### config.mk
export PLATFORM = sky130hd
export DESIGN_NAME = multicycle_ctrl
export DESIGN_NICKNAME = d
export VERILOG_FILES = /design/src/rtl/multicycle_ctrl.sv
export SDC_FILE = /design/constraint.sdc
export NUM_CORES = 1
export LEC_CHECK = 0
export CORE_ASPECT_RATIO = 1.5
export CORE_UTILIZATION = 30
export CTS_BUF_LIST = sky130_fd_sc_hd__clkbuf_16
export CTS_CLUSTER_SIZE = 16
export DETAILED_ROUTE_END_ITERATION = 12
export DONT_BUFFER_PORTS = 1
export GPL_TIMING_DRIVEN = 0
export PLACE_DENSITY = 0.41
export RECOVER_POWER = 100
export SETUP_SLACK_MARGIN = 0.15
export SYNTH_ARGS = -nofsm -noshare
export SYNTH_HDL_FRONTEND = slang
export SYNTH_SLANG_ARGS = --single-unit
### constraint.sdc
create_clock -name Clock -period 2.2 [get_ports Clock]
set_clock_uncertainty 0.05 [all_clocks]
set_input_delay 0.33 -clock Clock [delete_from_list [all_inputs] [get_ports Clock]]
set_output_delay 0.33 -clock Clock [all_outputs]
set_load 0.005 [all_outputs]
### src/rtl/multicycle_ctrl.sv
// multicycle_ctrl: control FSM for the multicycle MIPS datapath.
// Sequences the PC/IR/MDR/A-B/ALUOut register enables, register-file write,
// memory read/write handshake and the ALU/PC source selects, one state per
// datapath cycle.
// Ports:
//   Clock, Reset_n          clock, asynchronous active-low reset
//   Opcode, Funct           IR[31:26], IR[5:0]
//   Zero, MemReady          ALU zero flag, memory completion
//   *Enable, RegWrite       datapath register / register-file strobes
//   MemRead, MemWrite, IorD memory request and address select
//   ALUSrcB, ALUOp, PCSource, RegDst, MemToReg  datapath selects
//   State, Halted, Trap     debug state, halt flag, sticky trap cause
module multicycle_ctrl #(
  parameter int unsigned MEM_TIMEOUT = 15
) (
  input  logic       Clock,
  input  logic       Reset_n,
  input  logic [5:0] Opcode,
  input  logic [5:0] Funct,
  input  logic       Zero,
  input  logic       MemReady,
  output logic       PCEnable,
  output logic       IREnable,
  output logic       MDREnable,
  output logic       ABEnable,
  output logic       ALUOutEnable,
  output logic       RegWrite,
  output logic       MemRead,
  output logic       MemWrite,
  output logic       IorD,
  output logic [1:0] ALUSrcB,
  output logic [1:0] ALUOp,
  output logic [1:0] PCSource,
  output logic       RegDst,
  output logic       MemToReg,
  output logic [3:0] State,
  output logic       Halted,
  output logic [1:0] Trap
);

  localparam int unsigned CntW = 8;

  localparam logic [5:0] OpRtype = 6'h00;
  localparam logic [5:0] OpLw    = 6'h23;
  localparam logic [5:0] OpSw    = 6'h2B;
  localparam logic [5:0] OpBeq   = 6'h04;
  localparam logic [5:0] OpJ     = 6'h02;
  localparam logic [5:0] OpAddi  = 6'h08;
  localparam logic [5:0] FnSys   = 6'h0C;

  localparam logic [1:0] TrapNone    = 2'd0;
  localparam logic [1:0] TrapIllegal = 2'd1;
  localparam logic [1:0] TrapBus     = 2'd2;

  typedef enum logic [3:0] {
    S_FETCH  = 4'd0,
    S_DECODE = 4'd1,
    S_EXEC   = 4'd2,
    S_MEMRD  = 4'd3,
    S_MEMWR  = 4'd4,
    S_WBALU  = 4'd5,
    S_WBMEM  = 4'd6,
    S_HALT   = 4'd7,
    S_TRAP   = 4'd8
  } state_e;

  typedef enum logic [2:0] {
    C_RTYPE, C_LW, C_SW, C_BEQ, C_J, C_ADDI, C_SYS, C_ILL
  } iclass_e;

  state_e            state_q, state_d;
  iclass_e           class_q, class_d, dec_class;
  logic [CntW-1:0]   cnt_q, cnt_d;
  logic [1:0]        trap_q, trap_d;
  logic              mem_wait;
  logic              timeout;

  // Instruction class decoded from the live IR fields (used only in DECODE).
  always_comb begin
    case (Opcode)
      OpRtype: dec_class = (Funct == FnSys) ? C_SYS : C_RTYPE;
      OpLw:    dec_class = C_LW;
      OpSw:    dec_class = C_SW;
      OpBeq:   dec_class = C_BEQ;
      OpJ:     dec_class = C_J;
      OpAddi:  dec_class = C_ADDI;
      default: dec_class = C_ILL;
    endcase
  end

  assign timeout = (cnt_q == CntW'(MEM_TIMEOUT));

  // State, class, wait counter and trap cause registers.
  always_ff @(posedge Clock or negedge Reset_n) begin
    if (!Reset_n) begin
      state_q <= S_FETCH;
      class_q <= C_RTYPE;
      cnt_q   <= '0;
      trap_q  <= TrapNone;
    end else begin
      state_q <= state_d;
      class_q <= class_d;
      cnt_q   <= cnt_d;
      trap_q  <= trap_d;
    end
  end

  // Next-state and Mealy output decode.
  always_comb begin
    state_d      = state_q;
    class_d      = class_q;
    trap_d       = trap_q;
    mem_wait     = 1'b0;
    PCEnable     = 1'b0;
    IREnable     = 1'b0;
    MDREnable    = 1'b0;
    ABEnable     = 1'b0;
    ALUOutEnable = 1'b0;
    RegWrite     = 1'b0;
    MemRead      = 1'b0;
    MemWrite     = 1'b0;
    IorD         = 1'b0;
    ALUSrcB      = 2'd0;
    ALUOp        = 2'd0;
    PCSource     = 2'd0;
    RegDst       = 1'b0;
    MemToReg     = 1'b0;

    case (state_q)
      S_FETCH: begin
        MemRead = 1'b1;
        ALUSrcB = 2'd1;
        if (MemReady) begin
          IREnable = 1'b1;
          PCEnable = 1'b1;
          state_d  = S_DECODE;
        end else if (timeout) begin
          state_d = S_TRAP;
          trap_d  = TrapBus;
        end else begin
          mem_wait = 1'b1;
        end
      end
      S_DECODE: begin
        // Precompute the branch target into ALUOut while A/B load.
        ABEnable     = 1'b1;
        ALUOutEnable = 1'b1;
        ALUSrcB      = 2'd3;
        class_d      = dec_class;
        case (dec_class)
          C_SYS:   state_d = S_HALT;
          C_ILL: begin
            state_d = S_TRAP;
            trap_d  = TrapIllegal;
          end
          default: state_d = S_EXEC;
        endcase
      end
      S_EXEC: begin
        case (class_q)
          C_RTYPE: begin
            ALUOp        = 2'd2;
            ALUOutEnable = 1'b1;
            state_d      = S_WBALU;
          end
          C_ADDI, C_LW, C_SW: begin
            ALUSrcB      = 2'd2;
            ALUOutEnable = 1'b1;
            if (class_q == C_ADDI)    state_d = S_WBALU;
            else if (class_q == C_LW) state_d = S_MEMRD;
            else                      state_d = S_MEMWR;
          end
          C_BEQ: begin
            ALUOp    = 2'd1;
            PCSource = 2'd1;
            PCEnable = Zero;
            state_d  = S_FETCH;
          end
          C_J: begin
            PCSource = 2'd2;
            PCEnable = 1'b1;
            state_d  = S_FETCH;
          end
          default: state_d = S_FETCH;
        endcase
      end
      S_MEMRD: begin
        MemRead = 1'b1;
        IorD    = 1'b1;
        if (MemReady) begin
          MDREnable = 1'b1;
          state_d   = S_WBMEM;
        end else if (timeout) begin
          state_d = S_TRAP;
          trap_d  = TrapBus;
        end else begin
          mem_wait = 1'b1;
        end
      end
      S_MEMWR: begin
        MemWrite = 1'b1;
        IorD     = 1'b1;
        if (MemReady) begin
          state_d = S_FETCH;
        end else if (timeout) begin
          state_d = S_TRAP;
          trap_d  = TrapBus;
        end else begin
          mem_wait = 1'b1;
        end
      end
      S_WBALU: begin
        RegWrite = 1'b1;
        RegDst   = (class_q == C_RTYPE);
        state_d  = S_FETCH;
      end
      S_WBMEM: begin
        RegWrite = 1'b1;
        MemToReg = 1'b1;
        state_d  = S_FETCH;
      end
      S_HALT, S_TRAP: begin
        state_d = state_q;
      end
      default: state_d = S_FETCH;
    endcase

    // While reset is held the FSM sits in FETCH; suppress its strobes so a
    // ready memory cannot pulse the PC/IR during reset.
    if (!Reset_n) begin
      PCEnable     = 1'b0;
      IREnable     = 1'b0;
      MDREnable    = 1'b0;
      ABEnable     = 1'b0;
      ALUOutEnable = 1'b0;
      RegWrite     = 1'b0;
      MemWrite     = 1'b0;
    end

    // Counter measures wait cycles spent in the current state only.
    if (state_d != state_q) cnt_d = '0;
    else if (mem_wait)      cnt_d = cnt_q + CntW'(1);
    else                    cnt_d = cnt_q;
  end

  assign State  = state_q;
  assign Halted = (state_q == S_HALT);
  assign Trap   = trap_q;

endmodule

=== Yosys cells after proc, flatten, opt, wreduce, memory -nomap -nowiden ===
Index checks and enable logic that the tools add are counted.

* Register bits: 17
* Input port bits: 16
* Output and inout port bits: 24
* Logic and storage cells: 91

* Add/subtract/negate cells: 1
* Eq/ne operators: 26
* Mux-type cells: 47
* Reduce and logical (&&, ||, !) cells: 13

{| class="wikitable"
|+ Operator list
! cell !! number
|-
| $pmux 4 s6 || 1
|-
| $mux 1 || 21
|-
| $pmux 3 s6 || 1
|-
| $eq 4x3->1 const B || 4
|-
| $mux 4 || 4
|-
| $mux 8 || 2
|-
| $eq 3x3->1 const B || 4
|-
| $eq 6x4->1 const B || 2
|-
| $eq 6x6->1 const B || 2
|-
| $mux 2 || 6
|-
| $pmux 2 s2 || 3
|-
| $mux 3 || 3
|-
| $add 8x1->8 const B || 1
|-
| $eq 4x2->1 const B || 2
|-
| $eq 8x4->1 const B || 1
|-
| $pmux 4 s2 || 1
|-
| $reduce_or 2->1 || 4
|-
| $eq 3x2->1 const B || 2
|-
| $eq 6x2->1 const B || 1
|-
| $eq 6x3->1 const B || 1
|-
| $logic_not 6->1 || 1
|-
| $pmux 1 s2 || 3
|-
| $pmux 2 s3 || 1
|-
| $pmux 3 s2 || 1
|-
| other kinds (12) || 15
|}

=== Depth between registers and ports, before layout ===
Gate-level depths: netlist of the first run.

* Depth in word-level cells: 8
* Gate-level depth with buffers: 8
* Depth with buffers taken out: 7

=== Worst setup path after synthesis of the first run ===
OpenSTA, ideal clock, no wires.

* Path type: reg-to-reg
* Start: reg state_q[3] (netlist: State[3])
* End: reg cnt_q[1]
* Library setup time: 147 ps
* Arrival time: 2206 ps
* Data required time: 2003 ps
* Slack: -203 ps
* Cell stages (with the launch flop): 8
* Buffers on the path: 1
* Period minus slack after synthesis: 2403 ps
* Path through: dfrtp_1 buf_6 nor4b_2 o21ai_1 a2111o_1 o31ai_2 mux2i_1 nor4b_1

* Longest elaborated chain between the ends: 5
* Elaborated cells between the ends (all ways): 18
* Classes of those cells: eq/ne (7); mux (7); reduce/logical (4)

{| class="wikitable"
|+ RTL lines
! element !! line !! RTL
|-
| start: declaration || 71 || <nowiki>state_e state_q, state_d;</nowiki>
|-
| start signal: assignment || 101 || <nowiki>state_q <= state_d;</nowiki>
|-
| $eq 4x3->1, or another cell as far along || 129 || <nowiki>case (state_q)</nowiki>
|-
| $reduce_or 2->1, or another cell as far along || 129 ||
|-
| $pmux 4 s6 || 129 ||
|-
| $ne 4x4->1 || 241 || <nowiki>if (state_d != state_q) cnt_d = '0;</nowiki>
|-
| $mux 8 / $reduce_bool 2->1 (equally long branches) || -- ||
|-
| end signal: assignment || 103 || <nowiki>cnt_q <= cnt_d;</nowiki>
|-
| end: declaration || 73 || <nowiki>logic [CntW-1:0] cnt_q, cnt_d;</nowiki>
|}

Parallel ways exist; a longest one is shown, timed or not.
A chain may end at the register's enable or synchronous reset.

=== Worst setup path after layout of the first run ===
* Start: reg state_q[0] (netlist: State[0])
* End: reg cnt_q[1]

Same word-level chain as after synthesis.

==> impl_results.md, run 1 <==
- Status: finished, violations left
- Violated checks: setup timing
- Total Wirelength: roughly 5000 um
- Synth unique cells: 58
- Setup ws final: -315 ps
- Die area: roughly 5300 um2
- Pre-Repair DR Iteration Count: 4
- Final Total Pwr: around 2.3 mW
- Crit. End Element: register
- Max-cap violations: 0
- Setup CP Type: reg2reg
- GPL Wtd Cong: 0.892
- WHS Endpoint: State[1]$_DFF_PN0_
- Vias in the first global route: 1584
- HP Start: Opcode[4]
- Final Hold Viols: 0
- Die Ht: 88.9 um
- Post-Syn Nets: just over 200
- Clk pwr share: 0.163
- Final setup TNS: -3080 ps
- Min-Delay Path Class: in2reg
- R2r setup slk: -310 ps
- IO Count: 40
- Initial antenna violation count: 0
- Final Instance Area: 2120 um2
- Worst R2R Start: State[0]$_DFF_PN0_
- Row cnt: 31
- Pwr/cell area: ~1100 nW/um2
- Clock sink count: 17
- Cells after Synth: 187
- Area leader, netlist: dfrtp_1
- Setup Viol. Count Final: 14
- Worst-Margin Slew: 878 ps
- Mean Syn Cell Area: slightly above 8 um2
- First-pass GRT wire length: about 8000 um
- H-tree depth: 1
- Total grt overflow: 0
- Synthesis-to-finish area growth: 40.5%
- Final std cells w/o fill: 273
- Final slew viol count: 0
- Leakage power: around 0.83 nW
- Die width: 60.0 um
- Slew headroom: 0.413
- Hpwl dp: 3650 um
- Via count: 1592
- Reg2Reg Depth: 8
- TritonCTS clock tree: yes
- Final Util: 0.438
- CTS buffer count: 3
- Routed len/inst: ~18 um
- Crit path max fanout: 8
- Ant. Diodes: 0
- Worst Path Arrival: 2620 ps
- Critical Path Source Type: register
- Core area: between 4000 and 5000 um2
- Port bufs: 0
- Syn Std Cell Area: approximately 1500 um2
- Sequential share of power: 0.221
- Most frequently used flop master after synthesis: dfrtp_1
- DRC: 0
- Clock Latency Late Sink: 250 ps
- Logic gate share of total power: 0.617
- Share of flip-flops with an asynchronous set or reset: 1.00
- # placed instances: 253
- Post-route ant nets: 0
- Hold depth: 3
- Clk slew on worst S/H paths: 60 ps
- Fmax: 398 MHz
- Post-DP Area: 1640 um2
- Net switching power: just over 1 mW
- Clock buffer depth: 2
- Seq/Total Area, Yosys: 0.281
- Initial Util: 0.312
- Largest net degree at the start of global routing: 18
- Layout cells sized above 1: 0.343
- RSZ-0062 raised after global routing: true
- Pint: 1.27 mW
- Top post-synthesis cells by area: dfrtp_1, nand2_1, nor2_1
- Top cells by count, synth: nand2_1, nor2_1, dfrtp_1
- Most common cell in the netlist: nand2_1
- Post-synth EDFFs: 0
- Peak VDD IR: 0.556 mV
- Worst slack at placement: -746 ps
- FF-to-FF End: cnt_q[1]$_DFFE_PN0P_
- Post-route clock period utilization: 1.14
- Synth warnings: 0
- Worst Path Required: around 2300 ps
- Switching share of power: 0.443
- Layout net count: approximately 230
- Vias per std cell: 5.83
- First-iteration detailed-routing DRC count: 135
- WHS: 313 ps
- Area share of the largest cell type after synthesis: 0.281
- Tmin final: 2510 ps
- #FFs+latches synth: 17
- Clk root buf: clkbuf_16
- Total track usage: 0.202
## cells by family after synthesis
| group | synth area share |
|---|---|
| AOI/OAI and AO/OA | 0.267 |
| xor gates and xnor gates | 0.0348 |
| adders and majority gates | 0.00828 |
| buffers and inverters | 0.0430 |
| DFF | 0.281 |
| muxes | 0.0199 |
| and+or+nand+nor | 0.346 |
## cell usage in the layout, fill, tap and decap left out, types with 4 or more instances in the layout
master and n:
nand2_1 21, dfrtp_1 15, nor2_1 14, buf_4 10, nand3_1 7, a21oi_1 6, nor3_2 6, o21ai_0 5
and3_1 5, xnor2_1 5, buf_6 4, inv_1 4, nand2b_1 4, o21ai_1 4
## metal layers
metal	routed length [um]	part of all wire	up-vias	global-route usage
met5	0	0	-	0
met4	125	0.025	0	0.0677
met3	298	0.060	12	0.0463
met2	2730	0.55	53	0.377
met1	1830	0.37	775	0.218
li1	-	-	752	-
## state kept, by name, indices dropped and copies added (netlist names)
signal   count
cnt_q        8
State        4
Trap         2
class_q      3
## power by group through the flow
stage                     logic (mW)  registers, mW  clock network (mW)
final                           1.41          0.505               0.372
after global routing            1.53          0.517               0.396
after floorplan                0.745          0.460                   0
after detailed placement       0.951          0.491                   0
after global placement         0.937          0.488                   0
after CTS                       1.15          0.502               0.377
## worst max path at each step
stage                             from                   end
floorplan           State[0]$_DFF_PN0_  cnt_q[2]$_DFFE_PN0P_
detailed placement  State[3]$_DFF_PN0_  cnt_q[4]$_DFFE_PN0P_
global route        State[0]$_DFF_PN0_  cnt_q[1]$_DFFE_PN0P_
finish              State[0]$_DFF_PN0_  cnt_q[1]$_DFFE_PN0P_
CTS                 State[2]$_DFF_PN0_  cnt_q[7]$_DFFE_PN0P_
global placement    State[3]$_DFF_PN0_  cnt_q[3]$_DFFE_PN0P_
## layout make-up
type | count | area, um2
fill | 487 | 2730
clock buffer | 3 | 75.1
buffer | 9 | 63.8
tap | 66 | 82.6
clock inverter | 1 | 3.75
inverter | 4 | 15.0
timing repair buffer | 16 | 168
sequential | 17 | 428
multi-input combinational | 157 | 1290
## timing repair
item / CTS / global route
endpoints found under the hold margin: 17 / 0
setup endpoints to repair: 24 / 28
gates resized for setup: 28 / 32
buffers inserted: 6 / 9
pin swaps: 17 / 11
hold buffers: 1 / 0
## worst max-delay path, cell delays in order (launching register included)
cell and delay (ps):
dfrtp_1 400, buf_6 130, or4b_4 530, buf_6 130, or4b_4 480, o311a_4 160, a32oi_4 210, buf_12 160
nor4b_4 180
No activity file was read; power rests on OpenSTA's default activity.
==> run 2, diff against run 1 <==
--- a/config.mk
+++ b/config.mk
@@ -12,6 +12,7 @@
 export DETAILED_ROUTE_END_ITERATION = 12
 export DONT_BUFFER_PORTS = 1
 export GPL_TIMING_DRIVEN = 0
+export MAX_ROUTING_LAYER = met4
 export PLACE_DENSITY = 0.41
 export RECOVER_POWER = 100
 export SETUP_SLACK_MARGIN = 0.15
==> impl_results.md, run 2 (synthesis results as in run 1) <==
- TritonCTS clock tree: yes (unchanged)
- RSZ-0062 raised after global routing: true (unchanged)
- Vias in the first global route: 1570 (was 1584)
- WHS: 323 ps (was 313 ps)
- Ant. Diodes: 0 (unchanged)
- Net switching power: 0.949 mW (was 1.01 mW)
- Worst-Margin Slew: 891 ps (was 878 ps)
- Post-route clock period utilization: 1.14 (about the same)
- Setup Viol. Count Final: 14 (unchanged)
- Pint: 1.17 mW (was 1.27 mW)
- Final std cells w/o fill: 270 (was 273)
- Fmax: 399 MHz (was 398 MHz)
- Largest net degree at the start of global routing: 18 (unchanged)
- Pre-Repair DR Iteration Count: 4 (unchanged)
- Die width: 60.0 um (unchanged)
- Final setup TNS: -3020 ps (was -3080 ps)
- Die area: 5330 um2 (unchanged)
- Clock Latency Late Sink: 260 ps (was 250 ps)
- Routed len/inst: 18.3 um (about the same)
- Final Total Pwr: 2.12 mW (was 2.29 mW)
- Post-DP Area: 1640 um2 (unchanged)
- Layout cells sized above 1: 0.279 (was 0.343)
- Total Wirelength: 4930 um (was 4980 um)
- Clock sink count: 17 (unchanged)
- Most common cell after layout, fill and taps aside: nand2_1 (unchanged)
- Hold depth: 3 (unchanged)
- Status: finished, violations left (unchanged)
- Post-route ant nets: 0 (unchanged)
- Layout net count: 222 (was 225)
- Critical Path Source Type: register (unchanged)
- Setup CP Type: reg2reg (unchanged)
- Via count: 1532 (was 1592)
- Clock buffer depth: 2 (unchanged)
- Port bufs: 0 (unchanged)
- Worst Path Arrival: 2620 ps (about the same)
- Reg2Reg Depth: 6 (was 8)
- IO Count: 40 (unchanged)
- Worst slack at placement: -638 ps (was -746 ps)
- Initial Util: 0.312 (unchanged)
- Vias per std cell: 5.67 (was 5.83)
- First-pass GRT wire length: 8000 um (about the same)
- H-tree depth: 1 (unchanged)
- Clk pwr share: 0.179 (was 0.163)
- Slew headroom: 0.404 (was 0.413)
- Tmin final: 2500 ps (was 2510 ps)
- Switching share of power: 0.448 (was 0.443)
- Total grt overflow: 0 (unchanged)
- Most frequent cells in the layout: nand2_1, nor2_1, dfrtp_1 (was nand2_1, dfrtp_1, nor2_1)
- Final Instance Area: 2040 um2 (was 2120 um2)
- Row cnt: 31 (unchanged)
- Setup ws final: -304 ps (was -315 ps)
- Clk root buf: clkbuf_16 (unchanged)
- Crit. End Element: register (unchanged)
- CTS buffer count: 3 (unchanged)
- Worst Path Required: 2320 ps (was 2310 ps)
- Most flops, register: cnt_q (unchanged)
- # placed instances: 253 (unchanged)
- Min-Delay Path Class: in2reg (unchanged)
- Pwr/cell area: 1040 nW/um2 (was 1080 nW/um2)
- Initial antenna violation count: 0 (unchanged)
- Leakage power: 0.806 nW (was 0.827 nW)
- DRC: 0 (unchanged)
- Final slew viol count: 0 (unchanged)
- Peak VDD IR: 0.405 mV (was 0.556 mV)
- Logic gate share of total power: 0.586 (was 0.617)
- Hpwl dp: 3620 um (was 3650 um)
- Total track usage: 0.209 (was 0.202)
- Core area: 4850 um2 (unchanged)
- Final Util: 0.420 (was 0.438)
- Die Ht: 88.9 um (unchanged)
- GPL Wtd Cong: 0.908 (was 0.892)
- Final Hold Viols: 0 (unchanged)
- Max-cap violations: 0 (unchanged)
- Sequential share of power: 0.235 (was 0.221)
- Violated checks: setup timing (unchanged)
- Crit path max fanout: 8 (unchanged)
- First-iteration detailed-routing DRC count: 93 (was 135)
- Number of flip-flops in the largest register: 8 (unchanged)
- Fillers: 512 (was 487)
- Clk slew on worst S/H paths: 60 ps (about the same)
- Synthesis-to-finish area growth: 34.9% (was 40.5%)
-- run 2: final cells by class --
cell class	instances	area, um2	area share
Inverter	4	15.0	0.00737
Multi-Input combinational cell	157	1240	0.607
Clock inverter	1	3.75	0.00184
Tap cell	66	82.6	0.0405
Timing Repair Buffer	13	136	0.0669
Sequential cell	17	428	0.210
Clock buffer	3	75.1	0.0368
Buffer	9	60.1	0.0295
-- run 2: worst paths after layout --
check                                    start                    to  slack (ps)
min in group asynchronous              Reset_n  cnt_q[1]$_DFFE_PN0P_         590
hold / removal                       Opcode[4]    State[1]$_DFF_PN0_         320
setup reg to reg            State[2]$_DFF_PN0_  cnt_q[1]$_DFFE_PN0P_        -300
hold reg to reg            Trap[1]$_DFFE_PN0P_   Trap[1]$_DFFE_PN0P_         480
setup / recovery            State[2]$_DFF_PN0_  cnt_q[1]$_DFFE_PN0P_        -300
max in group asynchronous              Reset_n    State[1]$_DFF_PN0_         900
-- run 2: routing by layer --
layer  track usage  routed length [um]  vias to the layer above
met3        0.0289                 230                        5
met2         0.388                2830                       30
li1              -                   -                      739
met5             -                   0                        -
met4        0.0698                  63                        0
met1         0.221                1810                      758
-- run 2: critical path: stages (launching register included) --
cell     delay, ps
dfrtp_2        470
or4b_4         560
buf_6          130
or4b_4         490
o311a_4        160
a32oi_4        300
nor4b_4        250
-- run 2: what timing repair did --
action                     4_1_cts  5_1_grt
buffers inserted                 8        4
pin swaps                       13        7
hold endpoints to repair        17        0
resized for setup               26       23
setup endpoints to repair       22       27
cloned                           0        0
hold buffers                     1        0
-- run 2: power by group through the flow --
stage	clock network [mW]	logic, mW	registers (mW)
finish	0.378	1.24	0.497
global route	0.404	1.35	0.512
CTS	0.387	1.14	0.499
detailed placement	0	0.945	0.485
global placement	0	0.924	0.484
floorplan	0	0.745	0.460
==> run 3, diff against run 2 <==
==> constraint.sdc (replaced) <==
create_clock -name Clock -period 2.2 [get_ports Clock]
set_clock_uncertainty 0.05 [all_clocks]
set_input_delay 0.33 -clock Clock [delete_from_list [all_inputs] [get_ports Clock]]
set_output_delay 0.33 -clock Clock [all_outputs]
set_load 0.1 [all_outputs]
==> impl_results.md, run 3 (synthesis results as in run 1) <==
- Largest net degree at the start of global routing: 18 (unchanged)
- Clock buffer depth: 2 (unchanged)
- Clk root buf: clkbuf_16 (unchanged)
- H-tree depth: 1 (unchanged)
- Layout net count: 257 (was 222)
- Total track usage: 0.233 (was 0.209)
- Setup CP Type: reg2out (was reg2reg)
- CTS buffer count: 3 (unchanged)
- DRC: 0 (unchanged)
- Tmin final: 3650 ps (was 2500 ps)
- CP peak stage delay: 780 ps (was 560 ps)
- Clock Latency Late Sink: 260 ps (about the same)
- GPL Wtd Cong: 0.837 (was 0.908)
- Clock sink count: 17 (unchanged)
- Slew headroom: 0.111 (was 0.404)
- Number of flip-flops in the largest register: 8 (unchanged)
- Crit path max fanout: 5 (was 8)
- TritonCTS clock tree: yes (unchanged)
- Max stage delay cell, worst path: nor3_4 (was or4b_4)
- Pwr/cell area: 1290 nW/um2 (was 1040 nW/um2)
- Peak VDD IR: 0.634 mV (was 0.405 mV)
- Port bufs: 0 (unchanged)
- Max-cap violations: 0 (unchanged)
- Core area: 4850 um2 (unchanged)
- Worst R2R Start: State[0]$_DFF_PN0_ (was State[2]$_DFF_PN0_)
- Status: finished, violations left (unchanged)
- HP Start: Opcode[4] (unchanged)
- Worst Path Required: 1820 ps (was 2320 ps)
- CP top delay family: simple AND/OR/NAND/NOR gates (unchanged)
- Layout cells sized above 1: 0.540 (was 0.279)
- Total grt overflow: 0 (unchanged)
- Initial Util: 0.312 (unchanged)
- Die Ht: 88.9 um (unchanged)
- Final Hold Viols: 0 (unchanged)
- IO Count: 40 (unchanged)
- Worst slack at placement: -1230 ps (was -638 ps)
- Setup Viol. Count Final: 31 (was 14)
- Vias per std cell: 5.65 (was 5.67)
- Most common cell after layout, fill and taps aside: buf_6 (was nand2_1)
- Routed len/inst: 19.5 um (was 18.3 um)
- Row cnt: 31 (unchanged)
- Die area: 5330 um2 (unchanged)
- Hpwl dp: 3720 um (was 3620 um)
- Final slew viol count: 0 (unchanged)
- Fmax: 274 MHz (was 399 MHz)
- Fillers: 410 (was 512)
- CP dominant cell by count: buf_6 (was or4b_4)
- Final Util: 0.573 (was 0.420)
- Initial antenna violation count: 0 (unchanged)
- First-iteration detailed-routing DRC count: 70 (was 93)
- Vias in the first global route: 1675 (was 1570)
- Crit path from: State[0]$_DFF_PN0_ (was State[2]$_DFF_PN0_)
- Crit. End Element: primary output (was register)
- Most flops, register: cnt_q (unchanged)
- Bufs and invs on worst path: 2 (was 1)
- Die width: 60.0 um (unchanged)
- Leakage power: 1.10 nW (was 0.806 nW)
- Worst Path Arrival: 3270 ps (was 2620 ps)
- RSZ-0062 raised after global routing: true (unchanged)
- Min-Delay Path Class: in2reg (unchanged)
- Clk slew on worst S/H paths: 60 ps (about the same)
- Worst-Margin Slew: 1320 ps (was 891 ps)
- Via count: 1724 (was 1532)
- Critical Path Source Type: register (unchanged)
- Ant. Diodes: 0 (unchanged)
- Total Wirelength: 5950 um (was 4930 um)
- Most frequent cells in the layout: buf_6, buf_4, nand2_1 (was nand2_1, nor2_1, dfrtp_1)
- Post-route clock period utilization: 1.66 (was 1.14)
- Synthesis-to-finish area growth: 83.8% (was 34.9%)
- Post-route ant nets: 0 (unchanged)
- Violated checks: setup timing (unchanged)
- Setup ws final: -1450 ps (was -304 ps)
- Critical path, cell by cell: buf_6 > or4b_4 > buf_6 > nor3_4 > a21oi_2 > a21boi_4 (was or4b_4 > buf_6 > or4b_4 > o311a_4 > a32oi_4 > nor4b_4)
- First-pass GRT wire length: 8730 um (was 8000 um)
- Pre-Repair DR Iteration Count: 4 (unchanged)
run 3: through the flow:
| step | TNS, ps | hold slack, ps | instances | power [mW] | cell area, um2 |
|---|---|---|---|---|---|
| 5_1_grt | -22270 | 316 | 305 | 3.74 | 2780 |
| 2_1_floorplan | -8450 | -15.6 | 187 | 2.05 | 1750 |
| 4_1_cts | -17100 | 310 | 283 | 3.16 | 2370 |
| 6_report | -20900 | 304 | 305 | 3.60 | 2780 |
| 3_5_place_dp | -16280 | -14.6 | 253 | 2.29 | 1840 |
| 3_3_place_gp | -16380 | -15.0 | 253 | 2.28 | 1840 |
run 3: routing by layer:
metal / vias up / global-route usage / wire length, um
li1: 818 / - / -
met1: 862 / 0.242 / 2220
met2: 32 / 0.426 / 3390
met3: 12 / 0.0362 / 211
met4: 0 / 0.0951 / 123
met5: - / - / 0
run 3: final timing paths:
path	to	slack, ps	cells past startpoint
max	PCEnable	-1450	6
min	State[1]$_DFF_PN0_	300	3
max reg2reg	cnt_q[1]$_DFFE_PN0P_	-1060	12
min reg2reg	cnt_q[7]$_DFFE_PN0P_	550	3
max in group asynchronous	State[3]$_DFF_PN0_	830	1
min in group asynchronous	State[0]$_DFF_PN0_	610	1
run 3: layout make-up:
class / count / area (um2) / area share
Timing Repair Buffer: 48 / 504 / 0.182
Inverter: 4 / 21.3 / 0.00766
Multi-Input combinational cell: 157 / 1500 / 0.540
Sequential cell: 17 / 440 / 0.159
Clock buffer: 3 / 75.1 / 0.0270
Buffer: 9 / 150 / 0.0541
Tap cell: 66 / 82.6 / 0.0297
Clock inverter: 1 / 5.00 / 0.00180
run 3: repair_timing:
item	in CTS	in global routing
hold buffers	1	0
endpoints found under the hold margin	17	0
pin swaps	26	26
cloned	0	0
setup buffers	25	22
setup endpoints to repair	34	34
resized for setup	40	53
run 3: worst register-to-register path, stage by stage, from the launching register on:
cell     delay [ps]
dfrtp_4         620
buf_6           180
or4b_4          480
buf_6           150
buf_4           130
buf_6           120
buf_4           120
buf_6           110
or4b_1          520
o311a_4         160
a32oi_4         190
buf_12          150
nor4b_4         180
run 3: where the power goes:
part / internal [mW] / switching, mW
registers: 0.400 / 0.408
clock network: 0.244 / 0.139
logic: 1.01 / 1.39
